**config.mk**
```make
export PLATFORM = sky130hd
export DESIGN_NAME = clock_gen_core_flat
export DESIGN_NICKNAME = d
export VERILOG_FILES = /design/src/rtl/clock_gen_core_if.sv /design/src/rtl/clock_gen_core.sv /design/src/flat_wrapper.sv
export SDC_FILE = /design/constraint.sdc
export NUM_CORES = 1
export LEC_CHECK = 0
export CAP_MARGIN = 20
export CORE_UTILIZATION = 41
export DETAILED_ROUTE_END_ITERATION = 10
export GPL_TIMING_DRIVEN = 0
export PLACE_DENSITY = 0.59
export SYNTH_ARGS = -nofsm -noshare
export SYNTH_HDL_FRONTEND = slang
export SYNTH_SLANG_ARGS = --single-unit
```
**constraint.sdc**
```tcl
create_clock -name MRCC_25P6M -period 1.1 [get_ports MRCC_25P6M]
set_input_delay 0.11 -clock MRCC_25P6M [delete_from_list [all_inputs] [get_ports MRCC_25P6M]]
set_output_delay 0.11 -clock MRCC_25P6M [all_outputs]
set_load 0.005 [all_outputs]
```
**src/rtl/clock_gen_core_if.sv**
```systemverilog
// Shared clock bus: system clock copy, lock flag and the ultrasound-period
// time base (strobe + phase) published to every downstream block.
interface clock_bus_if;
  logic       CLK;
  logic       LOCKED;
  logic       STROBE;
  logic [9:0] PHASE;

  modport out_port (output CLK, output LOCKED, output STROBE, output PHASE);
  modport in_port  (input  CLK, input  LOCKED, input  STROBE, input  PHASE);
endinterface

```
**src/rtl/clock_gen_core.sv**
```systemverilog
// Clock front end: oscillator pass-through, reset synchronizer, lock counter and
// ultrasound-period phase/strobe generator. Optional macro: CLOCK_FAST_LOCK_EN.
module clock_gen_core #(
  parameter int LOCK_CYCLES = 256,
  parameter int PERIOD_DIV  = 640
) (
  input  logic             MRCC_25P6M,
  input  logic             RST_N,
  output logic             CLK,
  output logic             LOCKED,
  clock_bus_if.out_port    CLOCK_BUS
);

`ifdef CLOCK_FAST_LOCK_EN
  localparam int LockEff = (LOCK_CYCLES < 16) ? LOCK_CYCLES : 16;
`else
  localparam int LockEff = LOCK_CYCLES;
`endif

  localparam logic [15:0] LockTgt  = 16'(LockEff);
  localparam logic [9:0]  PhaseMax = 10'(PERIOD_DIV - 1);

  logic       w_clk;
  logic       r_sync_meta;
  logic       r_rst_sync_n;
  logic [15:0] r_lock_cnt;
  logic       r_locked;
  logic [9:0] r_phase;
  logic       r_strobe;
  logic       w_lock_hit;
  logic       w_wrap;

  assign w_clk = MRCC_25P6M;

  // Async assert, sync release; rst_sync_n goes high on the 2nd edge after RST_N.
  always_ff @(posedge w_clk or negedge RST_N) begin
    if (!RST_N) begin
      r_sync_meta  <= 1'b0;
      r_rst_sync_n <= 1'b0;
    end else begin
      r_sync_meta  <= 1'b1;
      r_rst_sync_n <= r_sync_meta;
    end
  end

  assign w_lock_hit = (r_lock_cnt == LockTgt);
  assign w_wrap     = (r_phase == PhaseMax);

  // Lock counter saturates at the target; LOCKED is sticky until reset.
  always_ff @(posedge w_clk or negedge r_rst_sync_n) begin
    if (!r_rst_sync_n) begin
      r_lock_cnt <= '0;
      r_locked   <= 1'b0;
    end else begin
      if (!w_lock_hit) begin
        r_lock_cnt <= r_lock_cnt + 16'd1;
      end
      if (w_lock_hit) begin
        r_locked <= 1'b1;
      end
    end
  end

  // Strobe fires on the first locked cycle and on every wrap back to phase 0.
  always_ff @(posedge w_clk or negedge r_rst_sync_n) begin
    if (!r_rst_sync_n) begin
      r_phase  <= '0;
      r_strobe <= 1'b0;
    end else begin
      if (r_locked) begin
        r_phase <= w_wrap ? 10'd0 : r_phase + 10'd1;
      end else begin
        r_phase <= '0;
      end
      r_strobe <= (w_lock_hit && !r_locked) || (r_locked && w_wrap);
    end
  end

  assign CLK    = w_clk;
  assign LOCKED = r_locked;

  assign CLOCK_BUS.CLK    = w_clk;
  assign CLOCK_BUS.LOCKED = r_locked;
  assign CLOCK_BUS.STROBE = r_strobe;
  assign CLOCK_BUS.PHASE  = r_phase;

endmodule

```
**src/flat_wrapper.sv**
```systemverilog
// flat-port wrapper written by rule: the top's interface ports become plain ports
module clock_gen_core_flat 
#(
  parameter int LOCK_CYCLES = 256,
  parameter int PERIOD_DIV  = 640
)
  (MRCC_25P6M, RST_N, CLK, LOCKED, CLOCK_BUS_CLK, CLOCK_BUS_LOCKED, CLOCK_BUS_STROBE, CLOCK_BUS_PHASE);
  clock_bus_if CLOCK_BUS_i ();
  input  logic MRCC_25P6M;
  input  logic RST_N;
  output logic CLK;
  output logic LOCKED;
  output wire logic [$bits(CLOCK_BUS_i.CLK)-1:0] CLOCK_BUS_CLK;
  output wire logic [$bits(CLOCK_BUS_i.LOCKED)-1:0] CLOCK_BUS_LOCKED;
  output wire logic [$bits(CLOCK_BUS_i.STROBE)-1:0] CLOCK_BUS_STROBE;
  output wire logic [$bits(CLOCK_BUS_i.PHASE)-1:0] CLOCK_BUS_PHASE;
  assign CLOCK_BUS_CLK = CLOCK_BUS_i.CLK;
  assign CLOCK_BUS_LOCKED = CLOCK_BUS_i.LOCKED;
  assign CLOCK_BUS_STROBE = CLOCK_BUS_i.STROBE;
  assign CLOCK_BUS_PHASE = CLOCK_BUS_i.PHASE;
  clock_gen_core #(.LOCK_CYCLES(LOCK_CYCLES), .PERIOD_DIV(PERIOD_DIV)) u_core (.MRCC_25P6M(MRCC_25P6M), .RST_N(RST_N), .CLK(CLK), .LOCKED(LOCKED), .CLOCK_BUS(CLOCK_BUS_i));
endmodule
```
# --- Word level (Yosys, flattened, before mapping) ---
# Cells that the tools add are included.
totals:
  reg_bits: 30
  in_bits: 2
op_classes:
  reduce_logical: 4
  n_eq_ne: 2
  muxes: 2
  addsub: 2
ops:
  columns: ["operator", "n"]
  rows:
  - ["2-to-1 mux 10 bit", 2]
  - ["adder 16 x 1 -> 16 bit (second input constant)", 1]
  - ["equality test 16 x 9 -> 1 bit (second input constant)", 1]
  - ["adder 10 x 1 -> 10 bit (second input constant)", 1]
  - ["equality test 10 bit (second input constant)", 1]
  - ["logical AND 1 bit", 2]
  - ["zero test 1 bit", 1]
  - ["logical OR 1 bit", 1]

# --- Depth between registers and ports, before layout ---
logic_depth:
  ltp_word: 3
  depth_mapped: 6

==> flow_summary_export.csv <==
group,metric,value,unit
worst_setup_path,crit_path_cell_trace,"inv_2, ha_4, nor4b_4, nand4_4, nand2b_4, and2_1",
timing,finalHoldViolations,0,
timing,post-route-worst-setup-slack,-0.275,ns
clock_network,worst_skew_pair.late_latency,0.43,ns
floorplanning,area_inside_the_core_boundary,3130,µm²
outcome,failed_checks,"negative setup slack",
power,vdd_drop_max,1130,µV
routing,wire_per_inst,13.6,µm
yosys,synthDistinctLibCells,27,
yosys,synth.yosys.seq_area_share,54.2,%
routing,route.top_layer_used,"met4",
timing,layout_worst_path_cycle_share,125,%
final_layout,drive_gt1_share,53.5,%
worst_setup_path,arrival,1.75,ns
timing,period_minus_slack,1.37,ns
power,power.density,1140,nW/µm²
timing,grt_setup_unrepaired,"yes",
final_layout,layout.filler_cells,271,
worst_setup_path,worst-endpoint-required,1.47,ns
placement,portBuffers,16,
final_layout,num_antenna_cells,0,
placement,placed_cell_area,1660,µm²
routing,initialDrtViolationCount,67,
final_layout,finalNetCount,176,
global_routing,grt_start_max_net_pins,24,
floorplanning,number_of_top_level_design_ports,17,
yosys,postSynth.topFlopCell,"sky130_fd_sc_hd__dfrtp_1",
routing,drt-pass1-iter-count,3,
worst_setup_path,cp_slowest_stage_delay,0.40,ns
yosys,mappedNetlistArea,1390,µm²
yosys,synthDominantAreaCellType,"sky130_fd_sc_hd__dfrtp_1",
timing,report.final.setup_viol,27,
timing,final-max-slew-violation-count,0,
global_routing,grt_remaining_overflow,0,
yosys,post_synth.cell_area_avg,11.4,µm²
placement,place_hpwl,1.75,mm
global_routing,grt.total_usage,20.1,%
worst_setup_path,timing.critical_path.slowest_stage_cell,"sky130_fd_sc_hd__dfrtp_1",
yosys,number_of_enable_type_register_cells_in_the_synthesized_netlist,0,
yosys,post-synth-top-area-fraction,54.2,%
power,p_leak,0.918,nW
routing,wl_final,2.94,mm
timing,clock_skew,0.00483,ns
worst_setup_path,critical_path.max_fanout,5,
worst_setup_path,timing.critical_path.from_type,"flop",
yosys,synth_commonest_cells,"30 x sky130_fd_sc_hd__dfrtp_1, 19 x sky130_fd_sc_hd__xnor2_1, 15 x sky130_fd_sc_hd__nand2_1, 8 x sky130_fd_sc_hd__nand3_1, 8 x sky130_fd_sc_hd__nor2_1",
yosys,asyncSetResetFlopFracSynth,100,%
floorplanning,core.rowCount,20,
yosys,yosysMostFrequentCell,"sky130_fd_sc_hd__dfrtp_1",
placement,place_ws,-0.338,ns
routing,route.antenna.remaining_nets,0,
routing,dr_wl_met2,1.36,mm
yosys,yosysWarnings,0,
routing,detailroute.wirelength.met3,132,µm
global_routing,first_pass_grt_wire_length,5.02,mm
routing,drt-met1-wl,1.37,mm
yosys,yosys.area_share.adder,2.71,%
floorplanning,dieWidth,60.1,µm
routing,dr_total_vias,1012,
worst_setup_path,criticalPathCategory,"reg -> reg",
clock_network,worst_setup_hold_path_clk_slew,0.09,ns
clock_network,cts_tree,"done",
yosys,synth-compound-area-share,0.361,%
timing,sum_of_negative_setup_slack,-4.47,ns
job,max_cap_viol_count,0,
yosys,yosys_register_bits,30,
timing,fmaxAchievable,727,MHz
routing,routed_via_density,4.69,
global_routing,number_of_antenna_violations_at_the_first_check_in_global_routing,0,
worst_setup_path,timing.reg2reg.setup_slack,-0.27,ns
yosys,yosys.area_share.simple,25.1,%
hold_path,hp-class,"reg -> async",
final_layout,postLayoutCellArea,2040,µm²
worst_setup_path,setup.worst_path.end_class,"flop",
outcome,outcome,"complete, but fails checks",
placement,gp_congestion,0.740,
floorplanning,die_height,60.1,µm
yosys,synthTopCellsByArea,"sky130_fd_sc_hd__dfrtp_1 54%, sky130_fd_sc_hd__xnor2_1 12%, sky130_fd_sc_hd__nand2_1 4.1%, sky130_fd_sc_hd__nand3_1 2.9%, sky130_fd_sc_hd__ha_1 2.7%",
routing,drc_errors,0,
floorplanning,fp.dieArea,3610,µm²
global_routing,first_global_vias,1101,
yosys,syn-instance-count,121,
yosys,main_combinational_cell_family_by_area_after_synthesis,"simple AND/OR/NAND/NOR gates",
final_layout,areaGrowthSynthToFinish,47.1,%
yosys,postSynthNetCount,126,
floorplanning,initial_core_util,44.3,%
yosys,synth-xor-area-share,13.9,%
yosys,synth.area.mux_share,0.723,%
layout make-up:
cell class | count | area [µm²] | area share, %
Timing Repair Buffer | 39 | 315 | 15.5
Buffer | 2 | 18.8 | 0.921
Clock buffer | 12 | 113 | 5.53
Tap cell | 44 | 55.1 | 2.70
Sequential cell | 30 | 761 | 37.3
Clock inverter | 1 | 5.00 | 0.246
Multi-Input combinational cell | 84 | 754 | 37.0
Inverter | 4 | 15.0 | 0.737
critical path: cells and delay by family (launching register included):
family        cells  cell delay (ns)
fa+ha+maj         1             0.13
buf+inv           1             0.08
flops             1             0.40
simple gates      4             0.70
metal layers:
layer | vias up | GRT usage, %
met2 | 17 | 26.7
met5 | - | 0
met1 | 486 | 25.6
li1 | 498 | -
met4 | 0 | 14.0
met3 | 11 | 8.87
repair_timing:
item                       4_1_cts  5_1_grt
gates resized for setup         88       12
pin swaps                       24       11
hold buffers                     1        0
setup buffers                   22        4
setup endpoints to repair       39       36
hold endpoints to repair         2        0
through the flow:
| step | utilization (%) | hold slack (ns) | cells | power, mW |
|---|---|---|---|---|
| global placement | 52.2 | 0.280 | 181 | 1.41 |
| detailed placement | 53.1 | 0.144 | 182 | 1.42 |
| CTS | 63.2 | 0.154 | 215 | 2.35 |
| global route | 65.1 | 0.176 | 216 | 2.45 |
| finish | 65.1 | 0.146 | 216 | 2.32 |
| floorplan | - | -0.186 | 121 | 1.26 |
sequential cells by signal, summed over array words and instances, names as in the netlist:
name / count
u_core.CLOCK_BUS.PHASE: 10
u_core.r_rst_sync_n: 1
u_core.CLOCK_BUS.STROBE: 1
u_core.r_sync_meta: 1
u_core.r_lock_cnt: 16
u_core.CLOCK_BUS.LOCKED: 1
where the power goes:
part / leakage (nW) / switching (mW) / internal (mW)
sequential: 0.393 / 0.00643 / 1.11
combinational: 0.454 / 0.0174 / 0.0153
clock: 0.0712 / 0.496 / 0.682
placed cells by master, fill, tap and decap left out, types with 4 or more instances in the layout:
master / count
sky130_fd_sc_hd__buf_2: 10
sky130_fd_sc_hd__nand4_1: 4
sky130_fd_sc_hd__buf_6: 9
sky130_fd_sc_hd__and2_1: 5
sky130_fd_sc_hd__clkbuf_4: 6
sky130_fd_sc_hd__xnor2_1: 18
sky130_fd_sc_hd__dfrtp_2: 8
sky130_fd_sc_hd__nand2_2: 6
sky130_fd_sc_hd__buf_4: 21
sky130_fd_sc_hd__nand3_2: 7
sky130_fd_sc_hd__nand2_1: 9
sky130_fd_sc_hd__nor2_1: 7
sky130_fd_sc_hd__dfrtp_1: 22
cells by family (layout without fill, tap and decap cells):
group | count (synthesis) | after routing
adder cells (fa/ha/maj) | 3 | 3
multiplexers | 1 | 1
AND/OR/NAND/NOR | 56 | 56
XOR/XNOR | 22 | 22
AO/OA/AOI/OAI | 1 | 1
buffers and inverters | 7 | 58
other | 1 | 1
flip-flops | 30 | 30
final timing paths:
kind / from / end / depth (start not counted)
worst min register to register: u_core.r_rst_sync_n / u_core.CLOCK_BUS.PHASE[3] / 0
worst max register to register: u_core.r_lock_cnt[0] / u_core.CLOCK_BUS.STROBE / 6
worst max-delay path: u_core.r_lock_cnt[0] / u_core.CLOCK_BUS.STROBE / 6
max in group asynchronous: u_core.r_rst_sync_n / u_core.CLOCK_BUS.PHASE[2] / 1
min in group MRCC_25P6M: u_core.r_sync_meta / u_core.r_rst_sync_n / 0
worst min-delay path: u_core.r_rst_sync_n / u_core.CLOCK_BUS.PHASE[3] / 0
Note: power is estimated with default switching activity, not from simulation.
